<file path="config.mk">
export PLATFORM = sky130hd
export DESIGN_NAME = seq_bin2bcd_7seg
export DESIGN_NICKNAME = d
export VERILOG_FILES = /design/src/rtl/seq_bin2bcd_7seg_pkg.sv /design/src/rtl/seq_bin2bcd_7seg_dec.sv /design/src/rtl/seq_bin2bcd_7seg.sv
export SDC_FILE = /design/constraint.sdc
export NUM_CORES = 1
export LEC_CHECK = 0
export ABC_AREA = 1
export CAP_MARGIN = 20
export CORE_MARGIN = 1.5
export CORE_UTILIZATION = 54
export DETAILED_ROUTE_END_ITERATION = 8
export PLACE_DENSITY_LB_ADDON = 0.25
export SYNTH_ARGS = -nofsm -noshare
export SYNTH_HDL_FRONTEND = slang
export SYNTH_SLANG_ARGS = --single-unit
</file>
<file path="constraint.sdc">
create_clock -name clk_i -period 2.45 [get_ports clk_i]
set_clock_uncertainty 0.15 [all_clocks]
set_input_delay 0.245 -clock clk_i [delete_from_list [all_inputs] [get_ports clk_i]]
set_output_delay 0.245 -clock clk_i [all_outputs]
set_load 0.03 [all_outputs]
</file>
<file path="src/rtl/seq_bin2bcd_7seg_pkg.sv">
// Shared types and constants for the sequential binary-to-BCD 7-segment converter.
package seq_bin2bcd_7seg_pkg;

    typedef enum logic [1:0] {
        ST_IDLE   = 2'd0,
        ST_SHIFT  = 2'd1,
        ST_UPDATE = 2'd2
    } state_e;

    // Active-low segment patterns, bit order g..a
    localparam logic [6:0] SEG_BLANK = 7'h7F;
    localparam logic [6:0] SEG_DASH  = 7'b0111111;
    localparam logic [6:0] SEG_0     = 7'b1000000;
    localparam logic [6:0] SEG_1     = 7'b1111001;
    localparam logic [6:0] SEG_2     = 7'b0100100;
    localparam logic [6:0] SEG_3     = 7'b0110000;
    localparam logic [6:0] SEG_4     = 7'b0011001;
    localparam logic [6:0] SEG_5     = 7'b0010010;
    localparam logic [6:0] SEG_6     = 7'b0000010;
    localparam logic [6:0] SEG_7     = 7'b1111000;
    localparam logic [6:0] SEG_8     = 7'b0000000;
    localparam logic [6:0] SEG_9     = 7'b0010000;

    // Codes 10-15 never come out of the shift-add-3 datapath; show them dark.
    function automatic logic [6:0] seg_pattern(input logic [3:0] digit);
        case (digit)
            4'd0:    return SEG_0;
            4'd1:    return SEG_1;
            4'd2:    return SEG_2;
            4'd3:    return SEG_3;
            4'd4:    return SEG_4;
            4'd5:    return SEG_5;
            4'd6:    return SEG_6;
            4'd7:    return SEG_7;
            4'd8:    return SEG_8;
            4'd9:    return SEG_9;
            default: return SEG_BLANK;
        endcase
    endfunction

endpackage

</file>
<file path="src/rtl/seq_bin2bcd_7seg_dec.sv">
// One BCD digit to active-low 7-segment pattern, with forced-dark input.
module seg7_digit_dec
    import seq_bin2bcd_7seg_pkg::*;
(
    input  logic [3:0] digit_i,
    input  logic       blank_i,
    output logic [6:0] seg_o
);

    // Blank overrides the digit pattern
    always_comb begin
        seg_o = blank_i ? SEG_BLANK : seg_pattern(digit_i);
    end

endmodule

</file>
<file path="src/rtl/seq_bin2bcd_7seg.sv">
// Iterative shift-add-3 binary-to-BCD converter driving DIGITS active-low 7-seg displays.
//
//  state     | meaning
//  ST_IDLE   | waiting for start_i; outputs hold the last result
//  ST_SHIFT  | WIDTH cycles of add-3 correction plus one-bit shift
//  ST_UPDATE | result just loaded into outputs, done_o high for this cycle
module seq_bin2bcd_7seg
    import seq_bin2bcd_7seg_pkg::*;
#(
    parameter int WIDTH    = 6,
    parameter int DIGITS   = 2,
    parameter int BLANK_LZ = 0
)(
    input  logic                  clk_i,
    input  logic                  rst_ni,
    input  logic                  start_i,
    input  logic [WIDTH-1:0]      bin_i,
    output logic                  busy_o,
    output logic                  done_o,
    output logic                  overflow_o,
    output logic [4*DIGITS-1:0]   bcd_o,
    output logic [7*DIGITS-1:0]   hex_o
);

    localparam int AW = 4 * DIGITS;
    localparam int CW = $clog2(WIDTH + 1);
    localparam logic [CW-1:0] CNT_LAST = CW'(WIDTH - 1);

    state_e                state_q;
    logic [AW-1:0]         acc_q;
    logic [AW-1:0]         acc_adj;
    logic [AW-1:0]         acc_d;
    logic [WIDTH-1:0]      bin_q;
    logic [WIDTH-1:0]      bin_d;
    logic [CW-1:0]         cnt_q;
    logic                  sticky_q;
    logic                  sticky_d;
    logic                  busy_q;
    logic                  done_q;
    logic                  overflow_q;
    logic [AW-1:0]         bcd_q;
    logic [7*DIGITS-1:0]   hex_q;
    logic [7*DIGITS-1:0]   hex_d;
    logic [7*DIGITS-1:0]   dec_seg;
    logic [DIGITS-1:0]     blank;

    // Add-3 correction on every digit in parallel, then shift {acc,bin} left one bit
    always_comb begin
        logic [AW+WIDTH-1:0] cat;
        acc_adj = acc_q;
        for (int i = 0; i < DIGITS; i++) begin
            if (acc_q[4*i +: 4] >= 4'd5) begin
                acc_adj[4*i +: 4] = acc_q[4*i +: 4] + 4'd3;
            end
        end
        cat      = {acc_adj, bin_q} << 1;
        acc_d    = cat[AW+WIDTH-1 : WIDTH];
        bin_d    = cat[WIDTH-1:0];
        // Anything shifted out of the top digit means the value needs more digits
        sticky_d = sticky_q | acc_adj[AW-1];
    end

    // Leading-zero blanking: digit i>0 dark when it and every higher digit is zero
    always_comb begin
        logic zero_above;
        blank      = '0;
        zero_above = 1'b1;
        for (int i = DIGITS - 1; i >= 1; i--) begin
            zero_above = zero_above && (acc_d[4*i +: 4] == 4'd0);
            blank[i]   = (BLANK_LZ != 0) && zero_above;
        end
    end

    for (genvar g = 0; g < DIGITS; g++) begin : g_dec
        seg7_digit_dec u_dec (
            .digit_i (acc_d[4*g +: 4]),
            .blank_i (blank[g]),
            .seg_o   (dec_seg[7*g +: 7])
        );
    end

    // Overflow replaces every display with a dash
    always_comb begin
        hex_d = dec_seg;
        if (sticky_d) begin
            for (int i = 0; i < DIGITS; i++) begin
                hex_d[7*i +: 7] = SEG_DASH;
            end
        end
    end

    // Control FSM with registered outputs; results load on the last shift so they
    // are valid in the same cycle done_o is high
    always_ff @(posedge clk_i or negedge rst_ni) begin
        if (!rst_ni) begin
            state_q    <= ST_IDLE;
            acc_q      <= '0;
            bin_q      <= '0;
            cnt_q      <= '0;
            sticky_q   <= 1'b0;
            busy_q     <= 1'b0;
            done_q     <= 1'b0;
            overflow_q <= 1'b0;
            bcd_q      <= '0;
            hex_q      <= '1;
        end else begin
            case (state_q)
                ST_IDLE: begin
                    done_q <= 1'b0;
                    if (start_i) begin
                        bin_q    <= bin_i;
                        acc_q    <= '0;
                        cnt_q    <= '0;
                        sticky_q <= 1'b0;
                        busy_q   <= 1'b1;
                        state_q  <= ST_SHIFT;
                    end
                end
                ST_SHIFT: begin
                    acc_q    <= acc_d;
                    bin_q    <= bin_d;
                    sticky_q <= sticky_d;
                    cnt_q    <= cnt_q + CW'(1);
                    if (cnt_q == CNT_LAST) begin
                        busy_q     <= 1'b0;
                        done_q     <= 1'b1;
                        bcd_q      <= acc_d;
                        overflow_q <= sticky_d;
                        hex_q      <= hex_d;
                        state_q    <= ST_UPDATE;
                    end
                end
                ST_UPDATE: begin
                    done_q  <= 1'b0;
                    state_q <= ST_IDLE;
                end
                default: begin
                    busy_q  <= 1'b0;
                    done_q  <= 1'b0;
                    state_q <= ST_IDLE;
                end
            endcase
        end
    end

    assign busy_o     = busy_q;
    assign done_o     = done_q;
    assign overflow_o = overflow_q;
    assign bcd_o      = bcd_q;
    assign hex_o      = hex_q;

endmodule

</file>
==> summary.txt <==
Setup path
  • Worst reg-to-reg path cell count: 15
  • Critical path endpoint category: register
  • Startpoint Class: register
  • WS Path Type: reg -> reg
  • Worst Path Required: 2.53 ns
  • Worst Path Max Fanout: 7
  • Worst Path Arrival: 2.29 ns

STA
  • Slew Viols, Final: 0
  • Fmax: around 450 MHz
  • Setup TNS: 0 ns
  • Max-slew headroom: 66.2%
  • Setup ws final: about 0.24 ns
  • Minimum clock period: 2.21 ns
  • Min Hold Slack: 0.263 ns
  • Unrepaired setup endpoints after global routing: false
  • Final setup vio count: 0
  • Final Hold Viols: 0
  • Worst slew pin tran: 0.505 ns
  • Final period utilization: 90.2%

Outcome
  • Status: finished, final reports clean

Yosys
  • Synth warn: 0
  • Top post-synthesis cells by area: dfrtp_1 32%, dfstp_2 15%, nand2_1 9.1%, ha_1 7.3%, nor2_1 6.1%
  • Syn nets: 308
  • Seq cells post-synth: 45
  • Post-synth top area share: between 30% and 40%
  • Synthesized area per cell: 8.42 sq um
  • Synth cell types: 26
  • Top cell type by total area after synthesis: dfrtp_1
  • Syn Std Cell Area: 0.00240 sq mm
  • Register area share after synthesis: between 40% and 50%
  • Cell count after synthesis: ~290

Detailed routing
  • Via density per instance: around 5
  • DR iter-0 viols: 92
  • Drt pass-1 iters: 4
  • Routed WL: 4.78 mm
  • Vias post-DR: roughly 2k
  • Wirelength per Cell: 12.6 um
  • Antenna viol nets, final: 0
  • DRC errors left: 0

Global route
  • First-pass GRT wire length: 8.29 mm
  • Largest net degree at the start of global routing: 21
  • Initial antenna violation count: 0
  • GRT overflow: 0
  • Global Route Usage Sum: 21.2%
  • Vias in the first global route: between 1.5k and 2k

Floorplan
  • Core area: 0.00432 sq mm
  • Die area: a little under 0.005 sq mm
  • Die width: roughly 70 um
  • Io pins: 34
  • Initial Utilization: between 50% and 60%
  • Chip Height: around 70 um
  • Row cnt: 24

Clock tree
  • # H-tree levels: 2
  • CTS sink cnt: 45
  • Later-pin clock latency in the skew report: 0.30 ns
  • Longest Clk Path Bufs: 2
  • CTS buffer count: 5
  • Clk Tree Root Cell: clkbuf_8
  • CTS clk-pin slew, worst paths: ~0.090 ns
  • CTS tree: yes

Layout
  • Final Util: approximately two thirds
  • Most frequent cells in the layout: 58 x nand2_1, 39 x nor2_1, 32 x clkdlybuf4s50_1
  • Antenna diodes: 0
  • Most common cell after layout, fill and taps aside: nand2_1
  • Synth-to-layout area growth: 22.3%
  • Final nets: about 350
  • Share of layout cells above drive strength 1: between 10% and 20%

Placed design
  • Pre-CTS setup slack: between 0.3 and 0.4 ns
  • Port-buffer cells: 33
  • Post-DP HPWL: 3.45 mm
  • Placer Congestion: 0.839

Job
  • Maxcap violations: 0

Min path
  • Worst Hold Class: in -> async

Power
  • PD cells: 1580 mW/mm^2
  • P_leak: approximately 0.0014 uW
  • VDD IR max: 0.831 mV
where the power goes:
part           total [uW]  internal, uW  switching (uW)
logic                2710           983            1720
clock network         588           332             256
registers            1340          1140             205
registers in the layout, indices dropped and copies added (netlist names):
signal / cells
done_o: 1
state_q: 2
overflow_o: 1
hex_o: 14
bcd_o: 8
sticky_q: 1
bin_q: 6
busy_o: 1
acc_q: 8
cnt_q: 3
per-stage QoR:
stage,std cells,instance area [sq um],power (uW)
floorplan,285,2400,3300
global placement,370,2810,4000
detailed placement,370,2810,4050
CTS,379,2940,4670
global route,379,2940,5040
finish,379,2940,4630
what timing repair did:
action                                 CTS  global route
endpoints found under the hold margin   14             0
buffers inserted                         0             0
resized for setup                        0             0
hold buffers                             1             0
routing by layer:
layer / part of all wire [%] / up-vias / GRT usage, %
li1: - / 1004 / -
met1: 46 / 919 / 27.1
met2: 50 / 25 / 36.9
met3: 2.6 / 5 / 3.34
met4: 1.3 / 0 / 7.05
met5: 0 / - / 0
cells in the mapped netlist:
cell type  number
a21oi_1         9
a21oi_2         1
nand3_1        17
o22ai_1        10
nand4_4         1
o21ai_1         2
nor2_1         39
nor2_2          1
nand3_2         3
o21ai_0        23
ha_1           14
buf_1           2
or2_2           1
dfstp_2        14
nand2_2        13
nand2_1        58
nand3b_1        1
buf_2           3
nand4_1         3
o21bai_1        2
inv_2           2
dfrtp_1        31
nand2_4         4
inv_1          29
clkinv_4        1
nor2_4          1
final cells by class:
cell class	instances	area [sq um]
multi-input cells	203	1110
well taps	52	65.1
clock buffers	6	82.6
fillers	374	1390
flip-flops and latches	45	1140
clock inverters	2	37.5
inverters	32	125
repair buffers	39	373
worst paths after layout:
check	slack (ns)	endpoint	startpoint
max	0.24	hex_o[12]$_DFFE_PN1P_	acc_q[5]$_DFFE_PN0P_
min	0.26	bcd_o[2]$_DFFE_PN0P_	rst_ni
max reg2reg	0.24	hex_o[12]$_DFFE_PN1P_	acc_q[5]$_DFFE_PN0P_
min reg2reg	0.32	hex_o[13]$_DFFE_PN1P_	hex_o[13]$_DFFE_PN1P_
max in group asynchronous	1.26	hex_o[13]$_DFFE_PN1P_	rst_ni
min in group clk_i	0.32	hex_o[13]$_DFFE_PN1P_	hex_o[13]$_DFFE_PN1P_
worst max-delay path: stages, from the launching register on:
cell	delay, ns
dfrtp_1	0.40
inv_1	0.16
ha_1	0.20
inv_1	0.07
nand2_2	0.13
nand3_2	0.11
nand2_1	0.12
nand2_4	0.10
inv_1	0.12
ha_1	0.15
inv_1	0.04
nand3_1	0.07
nand2_1	0.06
inv_1	0.08
nand2_1	0.07
a21oi_2	0.13
cell families after synthesis:
group | after synthesis | synth area share [%]
adders and majority gates | 14 | 7.30
DFF | 45 | 47.7
and+or+nand+nor | 142 | 28.2
buffers and inverters | 37 | 6.15
AOI/OAI and AO/OA | 47 | 10.7
Note: power is estimated with default switching activity, not from simulation.
